$ cat config.mk
export PLATFORM = sky130hd
export DESIGN_NAME = clock_ratio_detector
export DESIGN_NICKNAME = d
export VERILOG_FILES = /design/src/rtl/clock_ratio_detector_pkg.sv /design/src/rtl/clock_ratio_detector_clk_edge_sync.sv /design/src/rtl/clock_ratio_detector.sv
export SDC_FILE = /design/constraint.sdc
export NUM_CORES = 1
export LEC_CHECK = 0
export ABC_CLOCK_PERIOD_IN_PS = 1800
export CORE_MARGIN = 1
export CORE_UTILIZATION = 45
export DETAILED_ROUTE_END_ITERATION = 8
export PLACE_DENSITY = 0.67
export SLEW_MARGIN = 20
export SYNTH_ARGS = -nofsm -noshare
export SYNTH_HDL_FRONTEND = slang
export SYNTH_SLANG_ARGS = --single-unit
export TNS_END_PERCENT = 100
$ cat constraint.sdc
create_clock -name i_ref_clk -period 1.8 [get_ports i_ref_clk]
set_input_delay 0.45 -clock i_ref_clk [delete_from_list [all_inputs] [get_ports i_ref_clk]]
set_output_delay 0.45 -clock i_ref_clk [all_outputs]
set_load 0.02 [all_outputs]
$ cat src/rtl/clock_ratio_detector_pkg.sv
`default_nettype none
// ============================================================================
// Module      : clock_ratio_detector_pkg
// Description : Shared definitions for the clock ratio detector: FSM state
//               encoding, the ratio width shared with the clock divider, and
//               a helper that sizes the stability match counter.
// Ports       : none (package)
// Revision    : 1.0 - initial release
// ============================================================================
package clock_ratio_detector_pkg;

  // Ratio encoding width used by both the divider and this detector.
  localparam int RATIO_WIDTH_DEFAULT = 4;

  typedef enum logic [1:0] {
    ST_IDLE    = 2'd0,
    ST_ACQUIRE = 2'd1,
    ST_MEASURE = 2'd2,
    ST_LOCKED  = 2'd3
  } crd_state_t;

  // The match counter can momentarily hold STABLE_COUNT+1 (STABLE_COUNT=1
  // after a re-entry into MEASURE), so size it for that value.
  function automatic int match_width(input int stable_count);
    return $clog2(stable_count + 2);
  endfunction

endpackage
`default_nettype wire

$ cat src/rtl/clock_ratio_detector_clk_edge_sync.sv
`default_nettype none
// ============================================================================
// Module      : clk_edge_sync
// Description : Brings the asynchronous measured clock into the reference
//               domain and derives single-cycle rise/fall strobes.
// Ports       : i_ref_clk  - reference clock
//               i_rst      - asynchronous active-low reset
//               i_meas_clk - asynchronous clock under measurement
//               o_sync     - synchronized level of i_meas_clk
//               o_rise     - one-cycle strobe on a synchronized rising edge
//               o_fall     - one-cycle strobe on a synchronized falling edge
// Revision    : 1.0 - initial release
// ============================================================================
module clk_edge_sync
  import clock_ratio_detector_pkg::*;
#(
  parameter int SYNC_STAGES = 2
) (
  input  logic i_ref_clk,
  input  logic i_rst,
  input  logic i_meas_clk,
  output logic o_sync,
  output logic o_rise,
  output logic o_fall
);

  logic [SYNC_STAGES-1:0] r_sync_chain;
  logic                   r_prev;

  always_ff @(posedge i_ref_clk or negedge i_rst) begin
    if (!i_rst) begin
      r_sync_chain <= '0;
      r_prev       <= 1'b0;
    end else begin
      r_sync_chain <= {r_sync_chain[SYNC_STAGES-2:0], i_meas_clk};
      r_prev       <= r_sync_chain[SYNC_STAGES-1];
    end
  end

  assign o_sync = r_sync_chain[SYNC_STAGES-1];
  assign o_rise = o_sync & ~r_prev;
  assign o_fall = ~o_sync & r_prev;

endmodule
`default_nettype wire

$ cat src/rtl/clock_ratio_detector.sv
`default_nettype none
// ============================================================================
// Module      : clock_ratio_detector
// Description : Measures the period of a slow free-running clock in
//               reference-clock cycles, locks once the period is stable, and
//               reports the period, its high-phase length and a timeout flag.
// Ports       : i_ref_clk  - reference clock (all logic on rising edge)
//               i_rst      - asynchronous active-low reset
//               i_en       - measurement enable; low clears everything
//               i_meas_clk - asynchronous clock under measurement
//               o_ratio    - locked period in reference cycles
//               o_high     - most recent measured high-phase length
//               o_valid    - o_ratio/o_high valid (LOCKED)
//               o_update   - one-cycle pulse when o_ratio is loaded
//               o_timeout  - no rising edge within 2^RATIO_WIDTH cycles
// Revision    : 1.0 - initial release
// ============================================================================
module clock_ratio_detector
  import clock_ratio_detector_pkg::*;
#(
  parameter int RATIO_WIDTH  = RATIO_WIDTH_DEFAULT,
  parameter int STABLE_COUNT = 2,
  parameter int SYNC_STAGES  = 2
) (
  input  logic                   i_ref_clk,
  input  logic                   i_rst,
  input  logic                   i_en,
  input  logic                   i_meas_clk,
  output logic [RATIO_WIDTH-1:0] o_ratio,
  output logic [RATIO_WIDTH-1:0] o_high,
  output logic                   o_valid,
  output logic                   o_update,
  output logic                   o_timeout
);

  localparam int c_CW = RATIO_WIDTH + 1;
  localparam int c_MW = match_width(STABLE_COUNT);
  localparam logic [c_CW-1:0] c_CNT_SAT    = {1'b1, {RATIO_WIDTH{1'b0}}};
  localparam logic [c_CW-1:0] c_HCNT_SAT   = {c_CW{1'b1}};
  localparam logic [c_MW-1:0] c_MATCH_LOCK = c_MW'(STABLE_COUNT);

  logic w_sync, w_rise, w_fall;

  clk_edge_sync #(
    .SYNC_STAGES (SYNC_STAGES)
  ) u_edge_sync (
    .i_ref_clk  (i_ref_clk),
    .i_rst      (i_rst),
    .i_meas_clk (i_meas_clk),
    .o_sync     (w_sync),
    .o_rise     (w_rise),
    .o_fall     (w_fall)
  );

  crd_state_t             r_state, w_state_nxt;
  logic [c_CW-1:0]        r_cnt, w_cnt_nxt;
  logic [c_CW-1:0]        r_hcnt, w_hcnt_nxt;
  logic [RATIO_WIDTH-1:0] r_hi_cap, w_hi_cap_nxt;
  logic [c_CW-1:0]        r_last_p, w_last_p_nxt;
  logic [c_MW-1:0]        r_match, w_match_nxt, w_match_sum;
  logic [RATIO_WIDTH-1:0] r_ratio, w_ratio_nxt;
  logic [RATIO_WIDTH-1:0] r_high, w_high_nxt;
  logic                   r_valid, w_valid_nxt;
  logic                   r_update, w_update_nxt;
  logic                   r_timeout, w_timeout_nxt;
  logic                   w_timeout_evt;

  always_ff @(posedge i_ref_clk or negedge i_rst) begin
    if (!i_rst) begin
      r_state   <= ST_IDLE;
      r_cnt     <= '0;
      r_hcnt    <= '0;
      r_hi_cap  <= '0;
      r_last_p  <= '0;
      r_match   <= '0;
      r_ratio   <= '0;
      r_high    <= '0;
      r_valid   <= 1'b0;
      r_update  <= 1'b0;
      r_timeout <= 1'b0;
    end else begin
      r_state   <= w_state_nxt;
      r_cnt     <= w_cnt_nxt;
      r_hcnt    <= w_hcnt_nxt;
      r_hi_cap  <= w_hi_cap_nxt;
      r_last_p  <= w_last_p_nxt;
      r_match   <= w_match_nxt;
      r_ratio   <= w_ratio_nxt;
      r_high    <= w_high_nxt;
      r_valid   <= w_valid_nxt;
      r_update  <= w_update_nxt;
      r_timeout <= w_timeout_nxt;
    end
  end

  always_comb begin
    w_state_nxt   = r_state;
    w_cnt_nxt     = r_cnt;
    w_hcnt_nxt    = r_hcnt;
    w_hi_cap_nxt  = r_hi_cap;
    w_last_p_nxt  = r_last_p;
    w_match_nxt   = r_match;
    w_match_sum   = r_match;
    w_ratio_nxt   = r_ratio;
    w_high_nxt    = r_high;
    w_valid_nxt   = r_valid;
    w_update_nxt  = 1'b0;
    w_timeout_nxt = r_timeout;
    w_timeout_evt = (r_cnt == c_CNT_SAT);

    if (!i_en || (r_state == ST_IDLE)) begin
      w_state_nxt   = i_en ? ST_ACQUIRE : ST_IDLE;
      w_cnt_nxt     = '0;
      w_hcnt_nxt    = '0;
      w_hi_cap_nxt  = '0;
      w_last_p_nxt  = '0;
      w_match_nxt   = '0;
      w_ratio_nxt   = '0;
      w_high_nxt    = '0;
      w_valid_nxt   = 1'b0;
      w_timeout_nxt = 1'b0;
    end else begin
      // Period counter: restart on every rise; after a timeout it restarts
      // from zero so a later rise can clear the sticky flag.
      if (w_rise) begin
        w_cnt_nxt = c_CW'(1);
      end else if (w_timeout_evt) begin
        w_cnt_nxt = '0;
      end else if (r_cnt != c_CNT_SAT) begin
        w_cnt_nxt = r_cnt + c_CW'(1);
      end

      if (w_rise) begin
        w_hcnt_nxt = c_CW'(1);
      end else if (w_sync && (r_hcnt != c_HCNT_SAT)) begin
        w_hcnt_nxt = r_hcnt + c_CW'(1);
      end

      // High phases that overflow the output width report as all-ones.
      if (w_fall) begin
        w_hi_cap_nxt = r_hcnt[RATIO_WIDTH] ? {RATIO_WIDTH{1'b1}}
                                           : r_hcnt[RATIO_WIDTH-1:0];
      end

      if (w_timeout_evt) begin
        w_state_nxt   = ST_ACQUIRE;
        w_valid_nxt   = 1'b0;
        w_timeout_nxt = 1'b1;
        w_match_nxt   = '0;
      end else if (w_rise) begin
        w_timeout_nxt = 1'b0;
        case (r_state)
          ST_ACQUIRE: begin
            w_state_nxt = ST_MEASURE;
            w_match_nxt = '0;
          end
          ST_MEASURE: begin
            if (r_cnt == r_last_p) begin
              w_match_sum = r_match + c_MW'(1);
            end else begin
              w_last_p_nxt = r_cnt;
              w_match_sum  = c_MW'(1);
            end
            w_match_nxt = w_match_sum;
            if (w_match_sum >= c_MATCH_LOCK) begin
              w_state_nxt  = ST_LOCKED;
              w_ratio_nxt  = r_cnt[RATIO_WIDTH-1:0];
              w_high_nxt   = r_hi_cap;
              w_valid_nxt  = 1'b1;
              w_update_nxt = 1'b1;
            end
          end
          ST_LOCKED: begin
            if (r_cnt == {1'b0, r_ratio}) begin
              w_high_nxt = r_hi_cap;
            end else begin
              w_state_nxt  = ST_MEASURE;
              w_valid_nxt  = 1'b0;
              w_last_p_nxt = r_cnt;
              w_match_nxt  = c_MW'(1);
            end
          end
          default: w_state_nxt = ST_IDLE;
        endcase
      end
    end
  end

  assign o_ratio   = r_ratio;
  assign o_high    = r_high;
  assign o_valid   = r_valid;
  assign o_update  = r_update;
  assign o_timeout = r_timeout;

endmodule
`default_nettype wire

==> impl_metrics.csv, run 1 <==
group,metric,value,unit
run_status,outcome,"finished, final reports clean",
die,pin_count,15,
hold_path,hp-class,"reg -> reg",
worst_setup_path,reg2reg_depth,9,
placement,hpwl,2790,µm
clock_network,clk_pin_slew,80,ps
placement,preCtsSetupSlack,-15.9,ps
global_route,grt_max_degree,38,
clock_network,clock_path_buffers,2,
routing,dr_wl_met3,130,µm
clock_network,cts-buffers-inserted,5,
global_route,grt_pass1_vias,1410,
synthesis,yosys_warnings,0,
sta,fin_crit_sh,97.2,%
die,fp.dieH,66.4,µm
worst_setup_path,cpMaxStageDelayCell,"clkdlybuf4s50_1",
sta,hold_viol_final,0,
power,power_frac_comb,9.8,%
layout,drive_above_1_share,22.3,%
routing,met2_length,2120,µm
synthesis,synthXorXnorAreaFrac,8.31,%
routing,drc,0,
hold_path,min_path_cells,0,
die,rows,23,
power,p_per_area,695,nW/µm²
routing,vias,1467,
die,dieArea,4410,µm²
power,p_seq_share,51.6,%
worst_setup_path,crit_buf_inv,1,
power,peakVddDrop,0.563,mV
routing,routedLengthMet1,1840,µm
die,core,4000,µm²
layout,layout_commonest_cell,"dfrtp_1",
layout,area_delta_synth_final,28.1,%
flow_run,cap_violations,0,
synthesis,synth_top_family_by_area,"simple AND/OR/NAND/NOR gates",
routing,top_layer_used,"met4",
sta,period_needed,1750,ps
worst_setup_path,cp.arrival,1300,ps
worst_setup_path,crit_chain,"clkdlybuf4s50_1",
layout,nets,222,
clock_network,worstSkewPairLatency,290,ps
sta,worst_slew_pin_slew,459,ps
layout,fillers,310,
synthesis,async_flop_share,100,%
synthesis,synth-edff-count,0,
power,switchingPower,0.000401,W
worst_setup_path,required,1350,ps
synthesis,netlist_instances,180,
worst_setup_path,cp-start-kind,"flop",
layout,n_antenna_cell,0,
die,start_util,46.7,%
worst_setup_path,r2r_start,"r_cnt[0]",
layout,final_area,2390,µm²
synthesis,ys_seq_elements,37,
routing,drtAntennaViolNets,0,
synthesis,synthDistinctLibCells,38,
sta,skew,7.99,ps
synthesis,synth_area,1870,µm²
layout,final_cell_mix,"dfrtp_1, nor2_1, buf_4, nand3_1, clkdlybuf4s50_1",
sta,hold_ws,360,ps
synthesis,yosys.area_share.simple,18.2,%
clock_network,cts.sinks,37,
worst_setup_path,max_stage_delay,620,ps
sta,slew_headroom,69.4,%
worst_setup_path,worstSetupPathType,"reg -> out",
sta,setup_tns,0,ps
synthesis,synth_nets,188,
worst_setup_path,crit_path_end_kind,"output pin",
routing,drtIter0Drc,59,
routing,vias_per_cell,5.54,
power,internal-power,0.00126,W
sta,setup_viol,0,
power,power,0.00166,W
power,p_leak,1.11,nW
synthesis,synth_flop_cell,"dfrtp_1",
routing,dr.pass1.iters,6,
worst_setup_path,r2r-end,"o_high[0]",
synthesis,yosys.area_share.adder,2.68,%
global_route,grtUsageTotal,20.0,%
sta,clock.fmax,572,MHz
synthesis,synth-compound-area-share,13.9,%
worst_setup_path,critPathTopFamily,"buffers and inverters",
clock_network,htree_levels,2,
worst_setup_path,cp_max_fo,3,
routing,routed_wl,4170,µm
hold_path,min_to,"u_edge_sync.r_sync_chain[1]",
clock_network,cts_tree,"yes",
synthesis,syn_avg_cell_area,10.4,µm²
clock_network,clock-root-buffer,"clkbuf_8",
power,switching_share,24.1,%
synthesis,synth_mux_area_share,3.22,%
routing,wl_per_cell,15.7,µm
worst_setup_path,rrSetupSlack,60,ps
global_route,grt_first_pass_wirelength,6470,µm
global_route,grt_overflow,0,
placement,port_buffers,14,
die,die_x,66.4,µm
clock_network,cts_hold_buffers,0,
synthesis,yosysSeqAreaShare,49.6,%
power,p_clk_share,38.5,%
hold_path,min_from,"u_edge_sync.r_sync_chain[0]",
placement,dpl_cell_area,2120,µm²
sta,setup_ws,50.6,ps
global_route,antenna_found_initial,0,
sta,finalMaxSlewViolations,0,
placement,gp_congestion,0.804,
## routing by layer
| layer | GRT usage (%) | up-vias |
|---|---|---|
| met5 | 0 | - |
| met4 | 8.51 | 0 |
| met3 | 5.00 | 9 |
| met2 | 32.0 | 34 |
| met1 | 25.6 | 728 |
| li1 | - | 696 |
## power groups by stage
stage           logic, W  registers [W]  clock network (W)
2_1_floorplan  0.0000788       0.000870                  0
3_3_place_gp    0.000130       0.000873                  0
3_5_place_dp    0.000133       0.000874                  0
4_1_cts         0.000137       0.000858           0.000644
5_1_grt         0.000178       0.000860           0.000681
6_report        0.000163       0.000858           0.000640
## kinds of logic after synthesis
kind of cell	count (synthesis)
AO/OA/AOI/OAI	42
AND/OR/NAND/NOR	62
multiplexers	6
adder cells (fa/ha/maj)	4
flip-flops	37
XOR/XNOR	16
buffers and inverters	13
## synthesized netlist by cell type, types with 3 or more instances
master / number / area (µm²)
dfrtp_1: 37 / 926
nor2_1: 25 / 93.8
a21oi_1: 13 / 65.1
nand3_1: 13 / 65.1
xor2_1: 11 / 96.3
o21ai_1: 9 / 45.0
mux2i_1: 6 / 60.1
a211oi_1: 4 / 30.0
clkbuf_1: 4 / 15.0
ha_1: 4 / 50.1
nor2b_1: 4 / 25.0
o21ai_0: 4 / 20.0
buf_4: 3 / 22.5
nand4_1: 3 / 18.8
nor3_1: 3 / 15.0
o21a_1: 3 / 22.5
xnor2_1: 3 / 26.3
## metrics by stage
stage | std cells | util, %
2_1_floorplan | 180 | -
3_3_place_gp | 247 | 53.0
3_5_place_dp | 247 | 53.0
4_1_cts | 255 | 56.0
5_1_grt | 265 | 59.8
6_report | 265 | 59.8
## cell type report
| type | count | area [µm²] | area share (%) |
|---|---|---|---|
| multi-input combinational | 130 | 941 | 39.3 |
| inverter | 2 | 7.51 | 0.314 |
| clock inverter | 1 | 5.00 | 0.209 |
| sequential | 37 | 926 | 38.7 |
| timing repair buffer | 38 | 354 | 14.8 |
| clock buffer | 7 | 96.3 | 4.03 |
| tap | 50 | 62.6 | 2.62 |
## what timing repair did
action	in CTS	in global routing
pin swaps	0	6
resized for setup	3	15
cloned	0	0
setup buffers	0	10
endpoints found under the setup margin	1	17
## registers in the layout, indices dropped and copies added (netlist names)
register,count
o_valid,1
u_edge_sync.r_prev,1
r_cnt,5
o_update,1
r_hi_cap,4
r_last_p,5
r_match,2
r_hcnt,5
r_state,2
u_edge_sync.r_sync_chain,2
o_high,4
o_ratio,4
o_timeout,1
## worst max path at each step
| stage | slack, ps | end | from | cells past startpoint |
|---|---|---|---|---|
| floorplan | 50 | o_ratio[0] | r_cnt[0] | 9 |
| global placement | 60 | o_high[2] | r_cnt[3] | 7 |
| detailed placement | -20 | o_high[0] | r_cnt[0] | 9 |
| CTS | 0.6 | o_ratio[0] | o_ratio[0] | 1 |
| global route | -30 | r_last_p[2] | r_cnt[2] | 7 |
| finish | 50 | o_ratio[3] | o_ratio[3] | 1 |
No activity file was read; power rests on OpenSTA's default activity.
==> run 2, diff against run 1 <==
CORE_MARGIN = 4   (was 1)
==> run 2 against run 1 <==
  * Clock skew is 1.2 ps lower
  * Non-clock buffer count is 2 lower
  * Hold slack worse by 10 ps
  * Critical path depth stayed put
  * Count of clock-buffer cells in the layout is 1 lower
  * Cell area is 1.8% lower
  * Worst setup slack better by 4.5 ps
  * Sequential share of layout area is 0.83 points higher
  * Final cell count is 0.75% lower
==> impl_metrics.csv, run 2 (synthesis results as in run 1) <==
group,metric,value,unit
layout,nets,220,
worst_setup_path,cpMaxStageDelayCell,"clkdlybuf4s50_1",
worst_setup_path,rrSetupSlack,70,ps
routing,dr.pass1.iters,4,
layout,layout_commonest_cell,"dfrtp_1",
die,die_x,72.4,µm
sta,setup_viol,0,
layout,drive_above_1_share,21.6,%
worst_setup_path,cp-start-kind,"flop",
sta,setup_ws,55.1,ps
global_route,antenna_found_initial,0,
hold_path,min_path_cells,0,
clock_network,htree_levels,2,
sta,period_needed,1740,ps
die,fp.dieH,72.4,µm
worst_setup_path,reg2reg_depth,7,
worst_setup_path,worstSetupPathType,"reg -> out",
routing,routed_wl,4150,µm
die,start_util,46.7,%
die,pin_count,15,
power,p_leak,1.10,nW
global_route,grt_overflow,0,
worst_setup_path,cp_max_fo,3,
clock_network,clock-root-buffer,"clkbuf_8",
routing,drtAntennaViolNets,0,
sta,finalMaxSlewViolations,0,
routing,wl_per_cell,15.8,µm
layout,top_regs,"r_cnt: 5 flops, r_hcnt: 5 flops, r_last_p: 5 flops",
placement,preCtsSetupSlack,37.4,ps
global_route,grt_pass1_vias,1384,
sta,slew_headroom,69.2,%
power,peakVddDrop,0.456,mV
die,core,4000,µm²
hold_path,min_to,"u_edge_sync.r_sync_chain[1]",
routing,vias_per_cell,5.54,
worst_setup_path,crit_chain,"clkdlybuf4s50_1",
clock_network,worstSkewPairLatency,290,ps
sta,rsz0062_at_grt,"yes",
worst_setup_path,critPathTopFamily,"buffers and inverters",
worst_setup_path,required,1350,ps
worst_setup_path,crit_path_end_kind,"output pin",
hold_path,min_from,"u_edge_sync.r_sync_chain[0]",
worst_setup_path,crit_buf_inv,1,
worst_setup_path,r2r-end,"r_last_p[4]",
layout,finish.utilization,58.7,%
placement,port_buffers,14,
worst_setup_path,r2r_start,"r_cnt[1]",
sta,clock.fmax,573,MHz
sta,hold_viol_final,0,
global_route,grt_first_pass_wirelength,6510,µm
routing,drtIter0Drc,70,
flow_run,cap_violations,0,
layout,final_cell_mix,"dfrtp_1, nor2_1, buf_4, a21oi_1, nand3_1",
die,dieArea,5250,µm²
clock_network,cts_hold_buffers,0,
layout,fillers,320,
sta,fin_crit_sh,96.9,%
routing,vias,1456,
placement,hpwl,2830,µm
worst_setup_path,cp.arrival,1290,ps
worst_setup_path,max_stage_delay,620,ps
sta,skew,6.81,ps
power,p_per_area,671,nW/µm²
run_status,outcome,"finished, final reports clean",
layout,area_delta_synth_final,25.7,%
sta,worst_slew_pin_slew,461,ps
die,rows,23,
layout,n_antenna_cell,0,
global_route,grtUsageTotal,16.0,%
clock_network,cts-buffers-inserted,5,
hold_path,hp-class,"reg -> reg",
clock_network,cts_tree,"yes",
clock_network,clk_pin_slew,80,ps
routing,drc,0,
clock_network,cts.sinks,37,
global_route,grt_max_degree,38,
clock_network,clock_path_buffers,2,
placement,gp_congestion,0.911,
## run 2: changes by cell type in the layout (fill, tap and decap cells not counted), moves of 2 or more
cell      before  now
a21oi_2        2    0
dfrtp_1       37   35
a21oi_1       11   13
dfrtp_2        0    2
clkbuf_8       7    5
## run 2: where the power goes
part	switching [W]	total, W	internal (W)	leakage [nW]
sequential	0.0000146	0.000859	0.000844	0.502
clock	0.000295	0.000563	0.000268	0.0450
combinational	0.0000900	0.000153	0.0000632	0.552
total	0.000400	0.00158	0.00118	1.10
## run 2: routing by layer
metal  share of wire [%]  wire length (µm)  up-vias  GRT usage [%]
li1                    -                 -      693              -
met1                  43              1800      707           20.8
met2                  50              2060       42           26.0
met3                 3.8               159       14           3.46
met4                 3.1               127        0           6.56
met5                   0                 0        -              0
## run 2: stage by stage
stage                     cells  setup TNS (ps)  hold slack, ps  total power (W)  area, µm²
after floorplan             180               0             154         0.000949       1870
after global placement      247               0             334          0.00100       2120
after detailed placement    247               0             337          0.00101       2120
after CTS                   255               0             354          0.00157       2200
after global routing        263           -81.4             383          0.00164       2350
final                       263               0             350          0.00158       2350
## run 2: how the worst max path moves through the flow
stage	end	startpoint	slack (ps)	cells past startpoint
after floorplan	o_ratio[0]	r_cnt[0]	50	9
after global placement	o_valid	r_cnt[2]	60	5
after detailed placement	o_high[3]	r_cnt[0]	40	9
after CTS	o_ratio[2]	o_ratio[2]	10	1
after global routing	o_ratio[3]	r_cnt[0]	-20	9
final	o_ratio[3]	o_ratio[3]	60	1
## run 2: final cells by class
cell class / count / area, µm² / share of cell area [%]
tap: 50 / 62.6 / 2.66
clock buffer: 6 / 72.6 / 3.09
timing repair buffer: 36 / 329 / 14.0
sequential: 37 / 928 / 39.5
clock inverter: 2 / 10.0 / 0.426
multi-input combinational: 130 / 938 / 40.0
inverter: 2 / 7.51 / 0.320
## run 2: what timing repair did
| action | 4_1_cts | 5_1_grt |
|---|---|---|
| gates resized for setup | 0 | 19 |
| setup endpoints to repair | 0 | 20 |
| setup buffers | 0 | 8 |
